--- src/rtl/mod_cache_arbiter_pkg.sv ---
// Shared types and constants for the two-port cache fill arbiter.
// The state encoding, default beat count and tag type live here.
package cache_arb_pkg;

  localparam int unsigned BUS_WIDTH_DEF  = 64;
  localparam int unsigned BLOCK_BITS_DEF = 512;
  localparam int unsigned TAG_WIDTH_DEF  = 13;
  localparam int unsigned BEATS          = BLOCK_BITS_DEF / BUS_WIDTH_DEF;

  typedef logic [TAG_WIDTH_DEF-1:0] tag_t;

  typedef enum logic [1:0] {
    S_IDLE,
    S_BUS_REQ,
    S_COLLECT,
    S_DELIVER
  } state_t;

  // Fills are whole 64-byte blocks, so the byte offset is cleared.
  function automatic logic [63:0] block_align(input logic [63:0] addr);
    return {addr[63:6], 6'b0};
  endfunction

endpackage

--- src/rtl/mod_cache_arbiter_if.sv ---
// Upstream cache ports and system-bus handshake bundle for mod_cache_arbiter.
// slave = arbiter side, master = caches/bus side.
interface mod_cache_arbiter_if #(
  parameter int unsigned BUS_WIDTH  = 64,
  parameter int unsigned BLOCK_BITS = 512,
  parameter int unsigned TAG_WIDTH  = 13
);
  logic [1:0]                 up_reqcyc;
  logic [1:0]                 up_reqack;
  logic [1:0][63:0]           up_req;
  logic [1:0][TAG_WIDTH-1:0]  up_reqtag;
  logic [1:0]                 up_respcyc;
  logic [1:0]                 up_respack;
  logic [BLOCK_BITS-1:0]      up_resp;
  logic [TAG_WIDTH-1:0]       up_resptag;

  logic                       bus_reqcyc;
  logic                       bus_reqack;
  logic [63:0]                bus_req;
  logic [TAG_WIDTH-1:0]       bus_reqtag;
  logic                       bus_respcyc;
  logic                       bus_respack;
  logic [BUS_WIDTH-1:0]       bus_resp;
  logic [TAG_WIDTH-1:0]       bus_resptag;

  modport slave (
    input  up_reqcyc, up_req, up_reqtag, up_respack,
           bus_reqack, bus_respcyc, bus_resp, bus_resptag,
    output up_reqack, up_respcyc, up_resp, up_resptag,
           bus_reqcyc, bus_req, bus_reqtag, bus_respack
  );

  modport master (
    output up_reqcyc, up_req, up_reqtag, up_respack,
           bus_reqack, bus_respcyc, bus_resp, bus_resptag,
    input  up_reqack, up_respcyc, up_resp, up_resptag,
           bus_reqcyc, bus_req, bus_reqtag, bus_respack
  );
endinterface

--- src/rtl/mod_cache_arbiter_rr.sv ---
// Two-way grant selection. CACHE_ARB_ROUND_ROBIN_EN: alternate on contention;
// otherwise port 1 (D-cache) has fixed priority.
module mod_rr_arbiter2 (
`ifdef CACHE_ARB_ROUND_ROBIN_EN
  input  logic       clk,
  input  logic       reset,
  input  logic       take,
`endif
  input  logic [1:0] req,
  output logic       grant
);

`ifdef CACHE_ARB_ROUND_ROBIN_EN
  logic ptr;

  always_comb begin
    grant = req[1];
    if (&req) grant = ptr;
  end

  // Loser of the latest grant gets priority next time both contend.
  always_ff @(posedge clk) begin
    if (reset)     ptr <= 1'b0;
    else if (take) ptr <= ~grant;
  end
`else
  assign grant = req[1];
`endif

endmodule

--- src/rtl/mod_cache_arbiter.sv ---
// Arbitrates I-/D-cache block fills onto one system bus and assembles beats.
// Optional macro CACHE_ARB_ROUND_ROBIN_EN selects round-robin contention.
module mod_cache_arbiter
  import cache_arb_pkg::*;
#(
  parameter int unsigned BUS_WIDTH  = 64,
  parameter int unsigned BLOCK_BITS = 512,
  parameter int unsigned TAG_WIDTH  = 13
) (
  input logic                 clk,
  input logic                 reset,
  mod_cache_arbiter_if.slave  arb
);

  localparam int unsigned NBEATS = BLOCK_BITS / BUS_WIDTH;
  localparam int unsigned BEAT_W = (NBEATS > 1) ? $clog2(NBEATS) : 1;
  localparam logic [BEAT_W-1:0] LAST_BEAT = BEAT_W'(NBEATS - 1);

  state_t               state;
  logic [BEAT_W-1:0]    beat;
  logic                 grant;
  logic [TAG_WIDTH-1:0] tag_q;
  logic                 win;

`ifdef CACHE_ARB_ROUND_ROBIN_EN
  logic take;
  assign take = (state == S_IDLE) && (|arb.up_reqcyc);

  mod_rr_arbiter2 u_arb (
    .clk   (clk),
    .reset (reset),
    .take  (take),
    .req   (arb.up_reqcyc),
    .grant (win)
  );
`else
  mod_rr_arbiter2 u_arb (
    .req   (arb.up_reqcyc),
    .grant (win)
  );
`endif

  assign arb.bus_respack = arb.bus_respcyc;

  always_ff @(posedge clk) begin
    if (reset) begin
      state          <= S_IDLE;
      beat           <= '0;
      grant          <= 1'b0;
      tag_q          <= '0;
      arb.up_reqack  <= '0;
      arb.up_respcyc <= '0;
      arb.up_resp    <= '0;
      arb.up_resptag <= '0;
      arb.bus_reqcyc <= 1'b0;
      arb.bus_req    <= '0;
      arb.bus_reqtag <= '0;
    end else begin
      arb.up_reqack <= '0;
      case (state)
        S_IDLE: begin
          if (|arb.up_reqcyc) begin
            arb.up_reqack[win] <= 1'b1;
            grant              <= win;
            tag_q              <= arb.up_reqtag[win];
            arb.bus_reqcyc     <= 1'b1;
            arb.bus_req        <= block_align(arb.up_req[win]);
            arb.bus_reqtag     <= arb.up_reqtag[win];
            state              <= S_BUS_REQ;
          end
        end
        S_BUS_REQ: begin
          if (arb.bus_reqack) begin
            arb.bus_reqcyc <= 1'b0;
            beat           <= '0;
            state          <= S_COLLECT;
          end
        end
        S_COLLECT: begin
          if (arb.bus_respcyc) begin
            arb.up_resp[int'(beat)*BUS_WIDTH +: BUS_WIDTH] <= arb.bus_resp;
            if (beat == LAST_BEAT) begin
              beat                  <= '0;
              arb.up_respcyc[grant] <= 1'b1;
              arb.up_resptag        <= tag_q;
              state                 <= S_DELIVER;
            end else begin
              beat <= beat + 1'b1;
            end
          end
        end
        S_DELIVER: begin
          if (arb.up_respack[grant]) begin
            arb.up_respcyc <= '0;
            state          <= S_IDLE;
          end
        end
        default: state <= S_IDLE;
      endcase
    end
  end

endmodule

--- src/flat_wrapper.sv ---
// flat-port wrapper written by rule: the top's interface ports become plain ports
module mod_cache_arbiter_flat import cache_arb_pkg::*;
#(
  parameter int unsigned BUS_WIDTH  = 64,
  parameter int unsigned BLOCK_BITS = 512,
  parameter int unsigned TAG_WIDTH  = 13
)
  (clk, reset, arb_up_reqcyc, arb_up_req, arb_up_reqtag, arb_up_respack, arb_bus_reqack, arb_bus_respcyc, arb_bus_resp, arb_bus_resptag, arb_up_reqack, arb_up_respcyc, arb_up_resp, arb_up_resptag, arb_bus_reqcyc, arb_bus_req, arb_bus_reqtag, arb_bus_respack);
  mod_cache_arbiter_if #(.BUS_WIDTH(BUS_WIDTH), .BLOCK_BITS(BLOCK_BITS), .TAG_WIDTH(TAG_WIDTH)) arb_i ();
  input logic clk;
  input logic reset;
  input wire logic [$bits(arb_i.up_reqcyc)-1:0] arb_up_reqcyc;
  input wire logic [$bits(arb_i.up_req)-1:0] arb_up_req;
  input wire logic [$bits(arb_i.up_reqtag)-1:0] arb_up_reqtag;
  input wire logic [$bits(arb_i.up_respack)-1:0] arb_up_respack;
  input wire logic [$bits(arb_i.bus_reqack)-1:0] arb_bus_reqack;
  input wire logic [$bits(arb_i.bus_respcyc)-1:0] arb_bus_respcyc;
  input wire logic [$bits(arb_i.bus_resp)-1:0] arb_bus_resp;
  input wire logic [$bits(arb_i.bus_resptag)-1:0] arb_bus_resptag;
  output wire logic [$bits(arb_i.up_reqack)-1:0] arb_up_reqack;
  output wire logic [$bits(arb_i.up_respcyc)-1:0] arb_up_respcyc;
  output wire logic [$bits(arb_i.up_resp)-1:0] arb_up_resp;
  output wire logic [$bits(arb_i.up_resptag)-1:0] arb_up_resptag;
  output wire logic [$bits(arb_i.bus_reqcyc)-1:0] arb_bus_reqcyc;
  output wire logic [$bits(arb_i.bus_req)-1:0] arb_bus_req;
  output wire logic [$bits(arb_i.bus_reqtag)-1:0] arb_bus_reqtag;
  output wire logic [$bits(arb_i.bus_respack)-1:0] arb_bus_respack;
  assign arb_i.up_reqcyc = arb_up_reqcyc;
  assign arb_i.up_req = arb_up_req;
  assign arb_i.up_reqtag = arb_up_reqtag;
  assign arb_i.up_respack = arb_up_respack;
  assign arb_i.bus_reqack = arb_bus_reqack;
  assign arb_i.bus_respcyc = arb_bus_respcyc;
  assign arb_i.bus_resp = arb_bus_resp;
  assign arb_i.bus_resptag = arb_bus_resptag;
  assign arb_up_reqack = arb_i.up_reqack;
  assign arb_up_respcyc = arb_i.up_respcyc;
  assign arb_up_resp = arb_i.up_resp;
  assign arb_up_resptag = arb_i.up_resptag;
  assign arb_bus_reqcyc = arb_i.bus_reqcyc;
  assign arb_bus_req = arb_i.bus_req;
  assign arb_bus_reqtag = arb_i.bus_reqtag;
  assign arb_bus_respack = arb_i.bus_respack;
  mod_cache_arbiter #(.BUS_WIDTH(BUS_WIDTH), .BLOCK_BITS(BLOCK_BITS), .TAG_WIDTH(TAG_WIDTH)) u_core (.clk(clk), .reset(reset), .arb(arb_i));
endmodule
--- config.mk ---
export PLATFORM = sky130hd
export DESIGN_NAME = mod_cache_arbiter_flat
export DESIGN_NICKNAME = d
export VERILOG_FILES = /design/src/rtl/mod_cache_arbiter_pkg.sv /design/src/rtl/mod_cache_arbiter_if.sv /design/src/rtl/mod_cache_arbiter_rr.sv /design/src/rtl/mod_cache_arbiter.sv /design/src/flat_wrapper.sv
export SDC_FILE = /design/constraint.sdc
export NUM_CORES = 1
export LEC_CHECK = 0
export ABC_AREA = 1
export BUFFER_PORTS_ARGS = -buffer_cell sky130_fd_sc_hd__buf_2
export CORE_ASPECT_RATIO = 0.7
export CORE_UTILIZATION = 25
export CTS_CLUSTER_SIZE = 40
export DETAILED_ROUTE_END_ITERATION = 7
export PLACE_DENSITY_LB_ADDON = 0.25
export SLEW_MARGIN = 20
export SYNTH_ARGS = -nofsm -noshare
export SYNTH_HDL_FRONTEND = slang
export SYNTH_SLANG_ARGS = --single-unit
--- constraint.sdc ---
create_clock -name clk -period 3.36 [get_ports clk]
set_input_delay 0.84 -clock clk [delete_from_list [all_inputs] [get_ports clk]]
set_output_delay 0.84 -clock clk [all_outputs]
set_load 0.005 [all_outputs]
==> flow_summary_export.csv <==
group,metric,value,unit
yosys,yosysWarnings,0,
timing,setup_tns,0,ns
critical_path,arrival,3.37,ns
drt,first_pass_iters,5,
critical_path,r2r_slack,0.51,ns
pwr,p_total,21.68,mW
floorplanning,die_y,273.0,µm
timing,rsz0062_at_grt,"no",
critical_path,crit_start,"u_core.beat[1]",
timing,fin_skew,0.02384,ns
cts,cts-hold-fix-buffers,0,
layout,drive_above_1_share,22.80,%
global_route,grt_pass1_vias,25292,
floorplanning,ioPinCount,847,
global_route,grt_remaining_overflow,0,
global_route,grt_usage,21.39,%
timing,final_hold_viol_count,0,
layout,nNetsFinal,4717,
floorplanning,core,103000,µm²
timing,final_max_slew_viol_count,0,
cts,cts_setup_buffers,0,
critical_path,reg2reg_from,"u_core.beat[1]",
timing,slew_headroom,30.43,%
yosys,synthTopCellsByArea,"dfxtp_1 (46%), nand2_1 (12%), nor2_1 (11%), inv_1 (5.2%), nand3_1 (4.2%)",
floorplanning,die_area,106200,µm²
timing,fin_crit,2.845,ns
hold_path,hold_depth,2,
drt,wl_per_cell,20.05,µm
critical_path,crit_required,3.88,ns
drt,via_count,26956,
pwr,ir_drop,618.4,µV
timing,setup_ws,0.5149,ns
cts,cts_sinks,607,
placed_design,pre_cts_slack,0.4630,ns
placed_design,globalplace.congestion,0.8985,
yosys,avgSynthCellArea,6.897,µm²
critical_path,cp_max_fo,70,
critical_path,cp_slowest_cell,"buf_4",
layout,syn_to_final_growth,28.98,%
yosys,yosysTopAreaCell,"dfxtp_1",
timing,setup_viol_count_final,0,
global_route,grt_first_pass_wirelength,171.2,mm
placed_design,place_inst,5746,
cts,cts_resized,0,
hold_path,hold_class,"flip-flop to flip-flop",
hold_path,min-delay-start,"u_core.arb.up_respcyc[0]",
drt,routed_wl,117.6,mm
cts,clkTransAtPathRegs,0.06,ns
yosys,syn-cell-area,26230,µm²
floorplanning,start_util,25.46,%
cts,cts_tree,"yes",
drt,ant_nets,0,
yosys,ys_ff_latch,607,
critical_path,worstPathCellList,"inv_1, ha_4, ha_4, inv_4, buf_4, nand4_1, buf_12, nor2_1, nor2_1",
pwr,power_density,640.9,nW/µm²
floorplanning,rows,98,
cts,htreeDepth,3,
critical_path,path_class,"flip-flop to flip-flop",
global_route,grt.met1_usage,29.43,%
critical_path,cp_num_buf_inv,4,
global_route,grt_antenna_before_repair,1,
cts,cts_buffer_depth,3,
placed_design,io_buffers,815,
global_route,use_met2,33.08,%
hold_path,holdPathEnd,"u_core.arb.up_respcyc[0]",
timing,max_freq,351.5,MHz
critical_path,reg2reg_to,"u_core.arb.up_resp[482]",
pwr,leakage,17.62,nW
cts,insertion_delay,0.65,ns
timing,fin_crit_sh,84.67,%
yosys,synth.distinct_cells,29,
global_route,use_met3,5.974,%
critical_path,max_stage_delay,0.48,ns
global_route,grt_max_degree,132,
critical_path,critical-path-top-delay-family,"buffers and inverters",
critical_path,ff2ff_path_depth,9,
run_status,status,"complete, no violations",
job,cap_violations,0,
drt,drt_iter0_markers,1963,
drt,via_per_inst,4.593,
timing,tightest_slew,1.044,ns
critical_path,end_kind,"flip-flop",
cts,numCtsBuffers,69,
cts,root_buffer,"clkbuf_16",
critical_path,start_kind,"flip-flop",
drt,drc,0,
layout,nFillCells,11296,
yosys,syn_inst,3803,
yosys,synth-seq-area-share,46.33,%
floorplanning,fp.dieW,389.1,µm
layout,layout.cells.non_filler,5869,
placed_design,hpwlAfterDp,81.55,mm
global_route,top_usage_layer,"met2",
yosys,synth_top_area_share,46.33,%
-- how the worst max path moves through the flow --
stage / endpoint / slack, ns / cells past startpoint
floorplan: u_core.arb.up_resp[324] / 0.85 / 11
global placement: u_core.arb.up_resp[311] / 0.46 / 9
detailed placement: u_core.arb.up_resp[311] / 0.46 / 9
CTS: u_core.arb.up_resp[311] / 0.43 / 9
global route: u_core.arb.up_resp[296] / 0.28 / 8
finish: u_core.arb.up_resp[482] / 0.51 / 9
-- through the flow --
stage,hold slack [ns],util (%),instance area (µm²)
global route,0.4576,32.84,33820
global placement,0.4401,30.64,31550
floorplan,0.4437,-,26250
detailed placement,0.4407,30.64,31550
finish,0.4480,32.84,33830
CTS,0.4167,32.84,33820
-- worst register-to-register path, stage by stage, from the launching register on --
cell     delay (ns)
dfxtp_1        0.39
inv_1          0.14
ha_4           0.20
ha_4           0.25
inv_4          0.19
buf_4          0.48
nand4_1        0.35
buf_12         0.27
nor2_1         0.39
nor2_1         0.06
-- per-layer routing --
layer	up-vias	share of wire (%)
met5	-	0
met4	0	1.9
met3	138	7.5
met2	793	44
met1	12664	47
li1	13361	-
-- state kept, by name (all words and copies together), names as in the netlist --
register               flops
u_core.tag_q              13
u_core.arb.bus_reqcyc      1
u_core.grant               1
u_core.arb.up_respcyc      2
u_core.arb.up_resp       512
u_core.arb.bus_req        58
u_core.arb.up_resptag     13
u_core.arb.up_reqack       2
u_core.beat                3
u_core.state               2
-- cell type report --
type / instances / area (µm²) / area share (%)
Sequential cell: 607 / 12160 / 35.93
Multi-Input combinational cell: 2519 / 11380 / 33.63
Timing Repair Buffer: 899 / 4916 / 14.53
Clock buffer: 99 / 2043 / 6.040
Tap cell: 1350 / 1689 / 4.993
Inverter: 371 / 1416 / 4.187
Clock inverter: 22 / 225.2 / 0.6658
Antenna cell: 2 / 5.005 / 0.01480
-- synthesized netlist by cell type --
cell type,instances
o21bai_1,10
inv_2,5
buf_6,6
inv_1,366
nor2_2,2
a21oi_1,147
nor2_4,1
o211a_1,71
buf_1,12
ha_1,11
dfxtp_1,607
nand2_4,1
o21ai_0,78
nand4_1,134
nand3_1,221
a21oi_2,1
buf_2,126
nor4_1,54
nor2_1,777
buf_4,12
conb_1,1
nand3b_1,1
nand3_4,1
clkbuf_1,155
nor3_4,1
nand2_1,871
nor3_1,129
o22ai_1,1
nand3_2,1
-- cells in the final DEF (no fill, tap or decap), drive strengths merged --
cell and n:
a21oi 148, buf 899, bufinv 3, clkbuf 99, clkinv 15, conb 6, dfxtp 607, diode 2
ha 11, inv 375, nand2 872, nand3 223, nand3b 1, nand4 134, nor2 780, nor3 130
nor4 54, o211a 71, o21ai 78, o21bai 10, o22ai 1
-- cells by family (layout without fill, tap and decap cells) --
logic type / Yosys count / in the layout / share of synthesized area (%)
flops: 607 / 607 / 46.33
fa+ha+maj: 11 / 11 / 0.5248
compound gates: 308 / 308 / 7.347
buf+inv: 682 / 1391 / 10.71
other cells: 1 / 8 / 0.01430
simple gates: 2194 / 2194 / 35.08
-- power by group --
| part | internal, mW | switching [mW] |
|---|---|---|
| logic | 1.53 | 4.41 |
| clock network | 4.48 | 3.29 |
| registers | 7.68 | 0.288 |
| total | 13.7 | 7.99 |
(Power assumes the default switching activity.)
